**src/rtl/ex_stage_if.sv**
```systemverilog
// ID/EX/MEM-facing bundle of the execute stage: stall vector, ID input bus, MEM/ID output buses, data SRAM request.
// Latency: none; the interface is a set of wires.
// Backpressure: stall is driven by the pipeline controller, and stallreq_for_ex is returned to it.
interface ex_stage_if #(
    parameter int ID_TO_EX_WD  = 142,
    parameter int EX_TO_MEM_WD = 80
);
    logic [5:0]              stall;
    logic [ID_TO_EX_WD-1:0]  id_to_ex_bus;
    logic [EX_TO_MEM_WD-1:0] ex_to_mem_bus;
    logic [38:0]             ex_to_id_bus;
    logic                    data_sram_en;
    logic [3:0]              data_sram_wen;
    logic [31:0]             data_sram_addr;
    logic [31:0]             data_sram_wdata;
    logic                    stallreq_for_ex;

    // Pipeline/controller side: drives stall and the ID bus, observes everything EX produces.
    modport master (
        output stall, id_to_ex_bus,
        input  ex_to_mem_bus, ex_to_id_bus, data_sram_en, data_sram_wen,
               data_sram_addr, data_sram_wdata, stallreq_for_ex
    );

    // Execute stage side.
    modport slave (
        input  stall, id_to_ex_bus,
        output ex_to_mem_bus, ex_to_id_bus, data_sram_en, data_sram_wen,
               data_sram_addr, data_sram_wdata, stallreq_for_ex
    );
endinterface

```
**src/rtl/ex_stage.sv**
```systemverilog
// Execute stage: ALU, data SRAM address/strobe generation, 32-step restoring DIVU into HI/LO.
// Latency: one input register, then combinational outputs; a DIVU occupies EX for 34 cycles.
// Backpressure: stall[2] holds (or bubbles) the input register, stall[3] blocks the SRAM request; stallreq_for_ex while dividing.
module ex_stage #(
    parameter int ID_TO_EX_WD  = 142,
    parameter int EX_TO_MEM_WD = 80
) (
    input  logic        clk,
    input  logic        rst,
    ex_stage_if.slave   ex_if
);
    typedef enum logic [1:0] {
        S_IDLE = 2'd0,
        S_BUSY = 2'd1,
        S_DONE = 2'd2
    } div_state_t;

    localparam logic [4:0] OP_ADD  = 5'd1;
    localparam logic [4:0] OP_SUB  = 5'd2;
    localparam logic [4:0] OP_AND  = 5'd3;
    localparam logic [4:0] OP_OR   = 5'd4;
    localparam logic [4:0] OP_XOR  = 5'd5;
    localparam logic [4:0] OP_SLT  = 5'd6;
    localparam logic [4:0] OP_SLTU = 5'd7;
    localparam logic [4:0] OP_SLL  = 5'd8;
    localparam logic [4:0] OP_SRL  = 5'd9;
    localparam logic [4:0] OP_SRA  = 5'd10;
    localparam logic [4:0] OP_LUI  = 5'd11;
    localparam logic [4:0] OP_DIVU = 5'd12;
    localparam logic [4:0] OP_MFHI = 5'd13;
    localparam logic [4:0] OP_MFLO = 5'd14;

    localparam logic [2:0] MEM_LW = 3'd1;
    localparam logic [2:0] MEM_SW = 3'd2;
    localparam logic [2:0] MEM_SB = 3'd3;

    logic [ID_TO_EX_WD-1:0] r_in;
    div_state_t             r_state;
    div_state_t             w_state_nxt;
    logic [31:0]            r_hi;
    logic [31:0]            r_lo;
    logic [31:0]            r_dividend;
    logic [31:0]            r_divisor;
    logic [31:0]            r_quo;
    logic [31:0]            r_rem;
    logic [5:0]             r_cnt;

    logic [31:0] w_pc;
    logic [4:0]  w_alu_op;
    logic [31:0] w_src_a;
    logic [31:0] w_src_b;
    logic        w_rf_we_in;
    logic [4:0]  w_rf_waddr;
    logic [2:0]  w_mem_op;
    logic [31:0] w_store_data;
    logic [4:0]  w_shamt;
    logic        w_is_divu;
    logic        w_stallreq;
    logic [32:0] w_trial;
    logic [32:0] w_sub;
    logic [31:0] w_alu_res;
    logic [31:0] w_addr;
    logic        w_mem_en;
    logic        w_is_load;
    logic [3:0]  w_wen;
    logic [3:0]  w_readen;
    logic [31:0] w_wdata;
    logic [31:0] w_ex_result;
    logic        w_rf_we;
    logic        w_unused_stall;

    assign w_pc         = r_in[141:110];
    assign w_alu_op     = r_in[109:105];
    assign w_src_a      = r_in[104:73];
    assign w_src_b      = r_in[72:41];
    assign w_rf_we_in   = r_in[40];
    assign w_rf_waddr   = r_in[39:35];
    assign w_mem_op     = r_in[34:32];
    assign w_store_data = r_in[31:0];
    assign w_shamt      = w_src_b[4:0];
    assign w_is_divu    = (w_alu_op == OP_DIVU);

    // Only the EX hold/flush bits matter here; the rest of the vector belongs to other stages.
    assign w_unused_stall = ^{ex_if.stall[5:4], ex_if.stall[1:0]};

    // Input register: reset clears, stall[2] without stall[3] inserts a bubble, stall[2] with stall[3] holds.
    always_ff @(posedge clk) begin
        if (!rst) begin
            r_in <= '0;
        end else if (ex_if.stall[2] && !ex_if.stall[3]) begin
            r_in <= '0;
        end else if (!ex_if.stall[2]) begin
            r_in <= ex_if.id_to_ex_bus;
        end
    end

    // Divider state register.
    always_ff @(posedge clk) begin
        if (!rst) begin
            r_state <= S_IDLE;
        end else begin
            r_state <= w_state_nxt;
        end
    end

    // Divider next state; the stall request covers the launch cycle and all 32 steps, but not DONE.
    always_comb begin
        w_state_nxt = r_state;
        w_stallreq  = 1'b0;
        case (r_state)
            S_IDLE: begin
                if (w_is_divu) begin
                    w_state_nxt = S_BUSY;
                    w_stallreq  = 1'b1;
                end
            end
            S_BUSY: begin
                w_stallreq = 1'b1;
                if (r_cnt == 6'd31) begin
                    w_state_nxt = S_DONE;
                end
            end
            S_DONE: begin
                if (!ex_if.stall[3]) begin
                    w_state_nxt = S_IDLE;
                end
            end
            default: w_state_nxt = S_IDLE;
        endcase
    end

    // One restoring step: shift the next dividend bit into the partial remainder and try to subtract.
    // w_sub[32] is the borrow, because the trial value is always below twice the divisor.
    assign w_trial = {r_rem, r_quo[31]};
    assign w_sub   = w_trial - {1'b0, r_divisor};

    // Divider datapath and HI/LO; HI/LO only change when the finished result leaves EX.
    always_ff @(posedge clk) begin
        if (!rst) begin
            r_hi       <= '0;
            r_lo       <= '0;
            r_dividend <= '0;
            r_divisor  <= '0;
            r_quo      <= '0;
            r_rem      <= '0;
            r_cnt      <= '0;
        end else begin
            case (r_state)
                S_IDLE: begin
                    if (w_is_divu) begin
                        r_dividend <= w_src_a;
                        r_divisor  <= w_src_b;
                        r_quo      <= w_src_a;
                        r_rem      <= '0;
                        r_cnt      <= '0;
                    end
                end
                S_BUSY: begin
                    r_rem <= w_sub[32] ? w_trial[31:0] : w_sub[31:0];
                    r_quo <= {r_quo[30:0], ~w_sub[32]};
                    r_cnt <= r_cnt + 6'd1;
                end
                S_DONE: begin
                    if (!ex_if.stall[3]) begin
                        if (r_divisor == 32'd0) begin
                            r_lo <= 32'hFFFF_FFFF;
                            r_hi <= r_dividend;
                        end else begin
                            r_lo <= r_quo;
                            r_hi <= r_rem;
                        end
                    end
                end
                default: ;
            endcase
        end
    end

    // ALU result; DIVU itself produces no register result and unknown opcodes yield zero.
    always_comb begin
        w_alu_res = '0;
        case (w_alu_op)
            OP_ADD:  w_alu_res = w_src_a + w_src_b;
            OP_SUB:  w_alu_res = w_src_a - w_src_b;
            OP_AND:  w_alu_res = w_src_a & w_src_b;
            OP_OR:   w_alu_res = w_src_a | w_src_b;
            OP_XOR:  w_alu_res = w_src_a ^ w_src_b;
            OP_SLT:  w_alu_res = {31'd0, ($signed(w_src_a) < $signed(w_src_b))};
            OP_SLTU: w_alu_res = {31'd0, (w_src_a < w_src_b)};
            OP_SLL:  w_alu_res = w_src_a << w_shamt;
            OP_SRL:  w_alu_res = w_src_a >> w_shamt;
            OP_SRA:  w_alu_res = $unsigned($signed(w_src_a) >>> w_shamt);
            OP_LUI:  w_alu_res = {w_src_b[15:0], 16'h0000};
            OP_MFHI: w_alu_res = r_hi;
            OP_MFLO: w_alu_res = r_lo;
            default: w_alu_res = '0;
        endcase
    end

    assign w_addr    = w_src_a + w_src_b;
    assign w_mem_en  = (w_mem_op != 3'd0);
    assign w_is_load = (w_mem_op == MEM_LW);

    // Byte strobes and write data; no alignment check, the address goes out as computed.
    always_comb begin
        w_wen    = 4'b0000;
        w_readen = 4'b0000;
        w_wdata  = w_store_data;
        case (w_mem_op)
            MEM_LW: w_readen = 4'b1111;
            MEM_SW: w_wen    = 4'b1111;
            MEM_SB: begin
                w_wen   = 4'b0001 << w_addr[1:0];
                w_wdata = {4{w_store_data[7:0]}};
            end
            default: ;
        endcase
    end

    assign w_ex_result = w_mem_en ? w_addr : w_alu_res;
    assign w_rf_we     = w_rf_we_in & ~w_is_divu;

    assign ex_if.data_sram_en    = w_mem_en & ~ex_if.stall[3];
    assign ex_if.data_sram_wen   = ex_if.data_sram_en ? w_wen : 4'b0000;
    assign ex_if.data_sram_addr  = w_addr;
    assign ex_if.data_sram_wdata = w_wdata;
    assign ex_if.stallreq_for_ex = w_stallreq;

    assign ex_if.ex_to_mem_bus = {w_readen, w_pc, w_mem_en, w_wen, w_is_load,
                                  w_rf_we, w_rf_waddr, w_ex_result};
    assign ex_if.ex_to_id_bus  = {w_is_load, w_rf_we, w_rf_waddr, w_ex_result};
endmodule

```
**src/flat_wrapper.sv**
```systemverilog
// flat-port wrapper written by rule: the top's interface ports become plain ports
module ex_stage_flat 
#(
    parameter int ID_TO_EX_WD  = 142,
    parameter int EX_TO_MEM_WD = 80
)
  (clk, rst, ex_if_stall, ex_if_id_to_ex_bus, ex_if_ex_to_mem_bus, ex_if_ex_to_id_bus, ex_if_data_sram_en, ex_if_data_sram_wen, ex_if_data_sram_addr, ex_if_data_sram_wdata, ex_if_stallreq_for_ex);
  ex_stage_if #(.ID_TO_EX_WD(ID_TO_EX_WD), .EX_TO_MEM_WD(EX_TO_MEM_WD)) ex_if_i ();
  input  logic clk;
  input  logic rst;
  input wire logic [$bits(ex_if_i.stall)-1:0] ex_if_stall;
  input wire logic [$bits(ex_if_i.id_to_ex_bus)-1:0] ex_if_id_to_ex_bus;
  output wire logic [$bits(ex_if_i.ex_to_mem_bus)-1:0] ex_if_ex_to_mem_bus;
  output wire logic [$bits(ex_if_i.ex_to_id_bus)-1:0] ex_if_ex_to_id_bus;
  output wire logic [$bits(ex_if_i.data_sram_en)-1:0] ex_if_data_sram_en;
  output wire logic [$bits(ex_if_i.data_sram_wen)-1:0] ex_if_data_sram_wen;
  output wire logic [$bits(ex_if_i.data_sram_addr)-1:0] ex_if_data_sram_addr;
  output wire logic [$bits(ex_if_i.data_sram_wdata)-1:0] ex_if_data_sram_wdata;
  output wire logic [$bits(ex_if_i.stallreq_for_ex)-1:0] ex_if_stallreq_for_ex;
  assign ex_if_i.stall = ex_if_stall;
  assign ex_if_i.id_to_ex_bus = ex_if_id_to_ex_bus;
  assign ex_if_ex_to_mem_bus = ex_if_i.ex_to_mem_bus;
  assign ex_if_ex_to_id_bus = ex_if_i.ex_to_id_bus;
  assign ex_if_data_sram_en = ex_if_i.data_sram_en;
  assign ex_if_data_sram_wen = ex_if_i.data_sram_wen;
  assign ex_if_data_sram_addr = ex_if_i.data_sram_addr;
  assign ex_if_data_sram_wdata = ex_if_i.data_sram_wdata;
  assign ex_if_stallreq_for_ex = ex_if_i.stallreq_for_ex;
  ex_stage #(.ID_TO_EX_WD(ID_TO_EX_WD), .EX_TO_MEM_WD(EX_TO_MEM_WD)) u_core (.clk(clk), .rst(rst), .ex_if(ex_if_i));
endmodule
```
**config.mk**
```make
export PLATFORM = sky130hd
export DESIGN_NAME = ex_stage_flat
export DESIGN_NICKNAME = d
export VERILOG_FILES = /design/src/rtl/ex_stage_if.sv /design/src/rtl/ex_stage.sv /design/src/flat_wrapper.sv
export SDC_FILE = /design/constraint.sdc
export NUM_CORES = 1
export LEC_CHECK = 0
export CAP_MARGIN = 40
export CORE_MARGIN = 1
export CORE_UTILIZATION = 42
export DETAILED_ROUTE_END_ITERATION = 10
export SYNTH_ARGS = -nofsm -noshare
export SYNTH_HDL_FRONTEND = slang
export SYNTH_SLANG_ARGS = --single-unit
```
**constraint.sdc**
```tcl
create_clock -name clk -period 6.1 [get_ports clk]
set_clock_uncertainty 0.1 [all_clocks]
set_input_delay 1.22 -clock clk [delete_from_list [all_inputs] [get_ports clk]]
set_output_delay 1.22 -clock clk [all_outputs]
set_load 0.01 [all_outputs]
```
-- Yosys cells after proc, flatten, opt, wreduce, memory -nomap -nowiden
Cells that the tools add are included.
- register bits after elaboration: 342
- input bits: 150
- output and inout port bits: 189
- logic and storage cells: 83
- $add $sub $neg: 4
- magnitude comparators: 2
- eq/ne operators: 23
- shifts and indexed selects: 4
- muxes and demuxes: 21
- bitwise gates (word level): 9
- reductions and logical operators: 11
- operators by type and width (kind ; number):
    32-bit case mux with 13 select lines ; 1
    32-bit 2-to-1 mux ; 7
    32-bit case mux with 2 select lines ; 2
    32-bit less-than comparator ; 2
    5-bit by 4-bit == test with 1-bit output (second input constant) ; 7
    33-bit by 32-bit subtractor with 33-bit output ; 1
    32-bit adder ; 1
    32-bit bitwise AND ; 1
    32-bit zero test ; 1
    32-bit OR ; 1
    32-bit by 5-bit << shifter with 32-bit output ; 1
    32-bit by 5-bit right shift with 32-bit output ; 1
    32-bit by 5-bit >>> shifter with 32-bit output ; 1
    32-bit subtractor ; 1
    32-bit XOR ; 1
    5-bit by 3-bit == test with 1-bit output (second input constant) ; 4
    6-bit case mux with 2 select lines ; 1
    5-bit by 2-bit == test with 1-bit output (second input constant) ; 2
    4-bit 2-to-1 mux ; 2
    4-bit case mux with 2 select lines ; 1
    6-bit by 1-bit adder with 6-bit output (second input constant) ; 1
    3-bit by 2-bit == test with 1-bit output (second input constant) ; 2
    6-bit by 5-bit == test with 1-bit output (second input constant) ; 1
    2-bit 2-to-1 mux ; 3
    21 further kinds ; 28

-- Longest topological paths before layout
- depth after elaboration: 4
- mapped depth: 16

-- Least setup slack after synthesis
No wires, ideal clock.
- kind: register -> output
- start point: register u_core.r_in[43]
- end point: output ex_if_ex_to_mem_bus[20]
- data arrival time: 4.291 ns
- required time: 4.780 ns
- setup slack: 0.489 ns
- stages on the path, launching flop included: 17
- path buffers: 5
- path through: dfxtp_1 inv_1 clkbuf_1 buf_1 clkbuf_1 ha_1 buf_2 a21oi_1 o31ai_1 a21oi_1 a211oi_2 o21a_1 a41oi_1 xnor2_1 a21boi_0 o22ai_1 buf_4
- word-level cells in the longest chain between the ends: 3
- elaborated cells on any way between the ends: 7
- classes of those cells: add/sub (2); shift (3); mux (2)
- RTL lines (item ; RTL line ; RTL):
    start, declared ; ex_stage.sv:37 ; logic [ID_TO_EX_WD-1:0] r_in;
    start signal, assigned ; ex_stage.sv:93 ; r_in <= ex_if.id_to_ex_bus;
    32-bit adder * ; ex_stage.sv:200 ; assign w_addr = w_src_a + w_src_b;
    via ex_if_data_sram_addr[20] ; flat_wrapper.sv:17 ; output wire logic [$bits(ex_if_i.data_sram_addr)-1:0] ex_if_data_sram_addr;
    32-bit case mux with 13 select lines ; ex_stage.sv:182 ; case (w_alu_op)
    32-bit 2-to-1 mux * ; ex_stage.sv:220 ; assign w_ex_result = w_mem_en ? w_addr : w_alu_res;
    end, declared ; flat_wrapper.sv:13 ; output wire logic [$bits(ex_if_i.ex_to_mem_bus)-1:0] ex_if_ex_to_mem_bus;
Mark *: on every way through the listed nets, which the timed path passes. The rest lies on a longest branch.

-- Worst setup path after layout
- start point: register u_core.r_in[94]
- end point: output ex_if_ex_to_mem_bus[30]
- word-level cells in the longest chain between the ends: 3
- elaborated cells on any way between the ends: 7
- classes of those cells: add/sub (2); shift (3); mux (2)
- RTL lines (item ; RTL line ; RTL):
    32-bit subtractor (tied with other cells) ; ex_stage.sv:184 ; OP_SUB: w_alu_res = w_src_a - w_src_b;
    32-bit case mux with 13 select lines ; ex_stage.sv:182 ;
    32-bit 2-to-1 mux * ; ex_stage.sv:220 ;
Every way passes the cells marked *; elsewhere a longest branch is shown, timed or not.

==> run summary <==
The vertical extent of the die came out at 245 um. Per report_power, the combinational group accounts for 23.9% of the total. The count of max-cap constraint violations is 0. The final critical path takes up 97.9% of the cycle. By instance count, the cell type seen most on the critical path is nand3_1.

The worst reg2reg path endpoint is u_core.r_rem[2]. The worst setup path is launched from a flip-flop. The post-route total power came out at 6.28 mW.

The largest net degree at the start of global routing is 109. The first-pass iteration count of the detailed router is 6. In this design, the largest share of critical-path delay is due to simple AND/OR/NAND/NOR gates. Compared with the post-synthesis result, the final layout area differs by 20.5%. Clock tree synthesis selected as its root buffer the cell clkbuf_16.

Sequential cells burn 37.3% of the power. The wire length reported by the detailed router is 106 mm. The I/O pin total is 339. Along the worst path, the maximum fanout reaches 12.

The highest attainable clock frequency came out at 167 MHz. STA classifies the critical path endpoint as an output port. The run finished with clean final reports. Setup repair after global routing left no endpoint under its margin. The delay of the slowest cell on the worst path came out at 0.65 ns. The post-CTS clock slew at the launch and capture registers of the worst setup and hold paths came out at 0.06 ns. The critical path contains buffers and inverters numbering 2 combined. The fraction of the core area covered by cells at the end of the flow is 51.5%.

The final worst hold slack is 0.353 ns. The switching power is 1.88 mW. The cell count after synthesis came out at 3175. The number of buffers on the longest clock path is 3. The worst-case IR drop observed on VDD is 0.000240 V. The via count of the first global-routing pass is 23600.

Following the worst setup path forward leads to its endpoint at ex_if_ex_to_mem_bus[30]. The net total in the final layout came out at 3620. The later pin in the worst-skew pair is clocked with a latency of 0.57 ns. The final critical-path setup slack is 0.130 ns. The cell internal power dissipation came out at 4.40 mW.

Dividing the detail-routed wire length by the instance count gives 25.6 um. The synthesized area divided by synthesized cell count came out at 7.81 um2. The number of distinct library cell variants in the gate-level netlist after synthesis is 84. The clock tree synthesis step divided the H-tree into 2 levels. The power per standard cell area came out at 210 nW/um2.

The startpoint identified for the worst register-to-register timing path is u_core.r_quo[31]. Input and output buffers added on the ports amount to 334. The net switching share of the total power is 30.0%. From left edge to right edge, the die measures 245 um.

The initial antenna violation count is 6. After the first detailed-routing iteration, the DRC count stood at 2482. The HPWL after detailed placement is 80.5 mm.

The most critical setup path has its startpoint at u_core.r_in[94]. The worst hold path belongs to the class reg -> reg. TritonCTS built the clock tree. The headroom to the max-slew limit came out at 39.5%. In the final layout, the share of cells above drive strength 1 is 8.71%.

The sequential share of the synthesized area came out at 27.6%. The CTS buffer count came out at 39. The post-route minimum period is 5.97 ns. The total count of max-transition violations in the final report is 0. The synthesis warning total came out at 0.

The proportion of synthesized flip-flops having asynchronous set or reset came out at 0%. The share of total power dissipated in the clock network is 38.9%. The number of cells on the worst hold path came out at 2. Routability-driven placement finished with a final weighted congestion of 1.05.

In the synthesized netlist the dominant register cell turns out to be dfxtp_1. The post-synthesis instance area is 24800 um2. The final number of setup-violating endpoints is 0. The worst endpoint required time came out at 4.78 ns.

In the routed layout, each cell is associated on average with a via count of 6.04. The worst setup slack before clock tree synthesis is 0.519 ns. The number of cells on the worst reg-to-reg path came out at 13. The antenna violation net count after detailed routing came out at 0.

The actual slew at the worst max-slew pin is 0.906 ns. The detailed-route DRC error count came out at 0. The category of the critical setup timing path is reg -> out. The post-synthesis sequential element count is 342. The final-report hold violation count came out at 0. The total die area is 60100 um2.

Traced cell by cell, the critical path runs through inv_1 -> ha_1 -> or3_1 -> nor4_1 -> and3_1 -> nand3_1 -> nand2_1 -> o221ai_1 -> a2111oi_0 -> nand3_1 -> clkdlybuf4s50_1. For this design, the sink count on the clock tree is 342. The effective utilization at floorplan came out at 42.8%. Among all stages on the critical path, the largest delay is contributed by dfxtp_1. The first global-routing pass estimated 155 mm of wire.

The analysis attributes to cell leakage a power of 12.1 nW. The setup slack of the most critical reg-to-reg path is 2.03 ns. Data on the critical path arrives at its endpoint at 4.65 ns. The placeable core region is 58000 um2. The synthesized net count came out at 3458. Across all layers, the routed design uses 25000 vias. Row generation in the floorplan step produced 88 rows. The depth of the critical timing path with buffers and inverters included is 11. The sum of negative setup slack came out at 0 ns. The number of flops mapped to enable cells by yosys is 0. The total congestion overflow after global routing came out at 0. For this run, the total global-route usage over all layers was measured as 34.3%.
## flip-flops by register name, indices dropped and copies added, names as in the netlist
| register | count |
|---|---|
| u_core.r_quo | 32 |
| u_core.r_divisor | 32 |
| u_core.r_dividend | 32 |
| u_core.r_in | 142 |
| u_core.r_cnt | 6 |
| u_core.r_hi | 32 |
| u_core.r_state | 2 |
| u_core.r_lo | 32 |
| u_core.r_rem | 32 |
## power groups by stage
| stage | combinational [mW] | sequential [mW] | clock (mW) |
|---|---|---|---|
| floorplan | 0.859 | 2.37 | 0 |
| global placement | 1.44 | 2.39 | 0 |
| detailed placement | 1.46 | 2.39 | 0 |
| CTS | 1.47 | 2.34 | 2.48 |
| global route | 1.59 | 2.35 | 2.58 |
| finish | 1.50 | 2.34 | 2.44 |
## metrics by stage
step / area (um2) / cells
floorplan: 24800 / 3175
global placement: 28400 / 4053
detailed placement: 28500 / 4060
CTS: 29800 / 4129
global route: 29900 / 4130
finish: 29900 / 4133
## worst reg2reg max path, cell delays in order, from the launching register on
cell	delay (ns)
dfxtp_1	0.36
inv_1	0.15
ha_1	0.26
fa_1	0.41
nand2b_1	0.20
a2111o_1	0.44
a211o_1	0.32
a31o_2	0.29
a21oi_2	0.22
o41ai_4	0.15
xnor2_4	0.15
buf_4	0.51
mux2i_1	0.29
o21ai_1	0.09
## worst min path at each step
stage                               start                    end  slack [ns]
floorplan            u_core.r_dividend[0]   u_core.r_dividend[0]        0.34
global placement    u_core.r_dividend[23]  u_core.r_dividend[23]        0.34
detailed placement   u_core.r_dividend[3]   u_core.r_dividend[3]        0.35
CTS                  u_core.r_dividend[3]   u_core.r_dividend[3]        0.35
global route         u_core.r_dividend[8]   u_core.r_dividend[8]        0.37
finish               u_core.r_dividend[3]   u_core.r_dividend[3]        0.35
## placed cells by master, fill, tap and decap left out, types with 30 or more instances in the layout
cell type	netlist	layout
ha_1	130	130
o211ai_1	30	30
nor2_1	399	393
o21ai_1	30	30
o21ai_0	160	159
mux4_2	54	54
inv_1	137	136
a211oi_1	52	52
nor3_1	38	35
clkdlybuf4s50_1	0	332
dfxtp_1	342	334
a21oi_1	224	222
nand2_1	408	408
buf_4	93	99
a31oi_1	47	45
mux2i_1	245	245
a21boi_0	32	32
nand3_1	39	39
clkbuf_16	0	41
xnor2_1	48	48
a21o_1	30	30
## cell usage after synthesis, drive strengths merged (19+ instances only)
master | n | area [um2]
nand2 | 408 | 1530
nand2b | 27 | 169
o21ai | 190 | 951
a221oi | 28 | 245
clkbuf | 183 | 687
a222oi | 21 | 210
ha | 130 | 1630
mux2i | 245 | 2450
a21oi | 227 | 1150
a21o | 30 | 225
o211ai | 30 | 225
buf | 139 | 927
a21boi | 32 | 240
a211oi | 53 | 403
o21bai | 24 | 180
nor2 | 399 | 1500
nor3 | 40 | 210
dfxtp | 342 | 6850
nand3 | 39 | 195
a31oi | 47 | 294
nor4 | 19 | 119
xnor2 | 49 | 448
inv | 139 | 522
mux4 | 54 | 1220
a22oi | 22 | 165
## timing repair
action,in CTS,in global routing
setup endpoints to repair,4,23
hold buffers,0,0
setup buffers,0,1
gates resized for setup,2,12
pin swaps,0,1
## area by class of cell
type                    count  area (um2)
diodes                      3        7.51
clock buffers              59        1180
clock inverters            10         140
fillers                  5508       28100
inverters                 141         529
multi-input cells        2369       15900
flip-flops and latches    342        6860
well taps                 765         957
repair buffers            444        4300
## cells by family after synthesis
group / share of synthesized area (%)
AO/OA/AOI/OAI: 21.9
buffers and inverters: 8.67
adder cells (fa/ha/maj): 6.80
AND/OR/NAND/NOR: 17.6
flip-flops: 27.6
multiplexers: 15.1
XOR/XNOR: 2.33
## layer usage
layer	vias to the layer above	share of wire [%]	global-route usage [%]	wire length, um
met5	-	0.083	0	88
met4	12	4.6	14.5	4870
met2	1284	44	53.1	46300
met1	11900	42	45.7	44500
met3	208	9.5	7.47	10000
li1	11500	-	-	-
No activity file was read; power rests on OpenSTA's default activity.
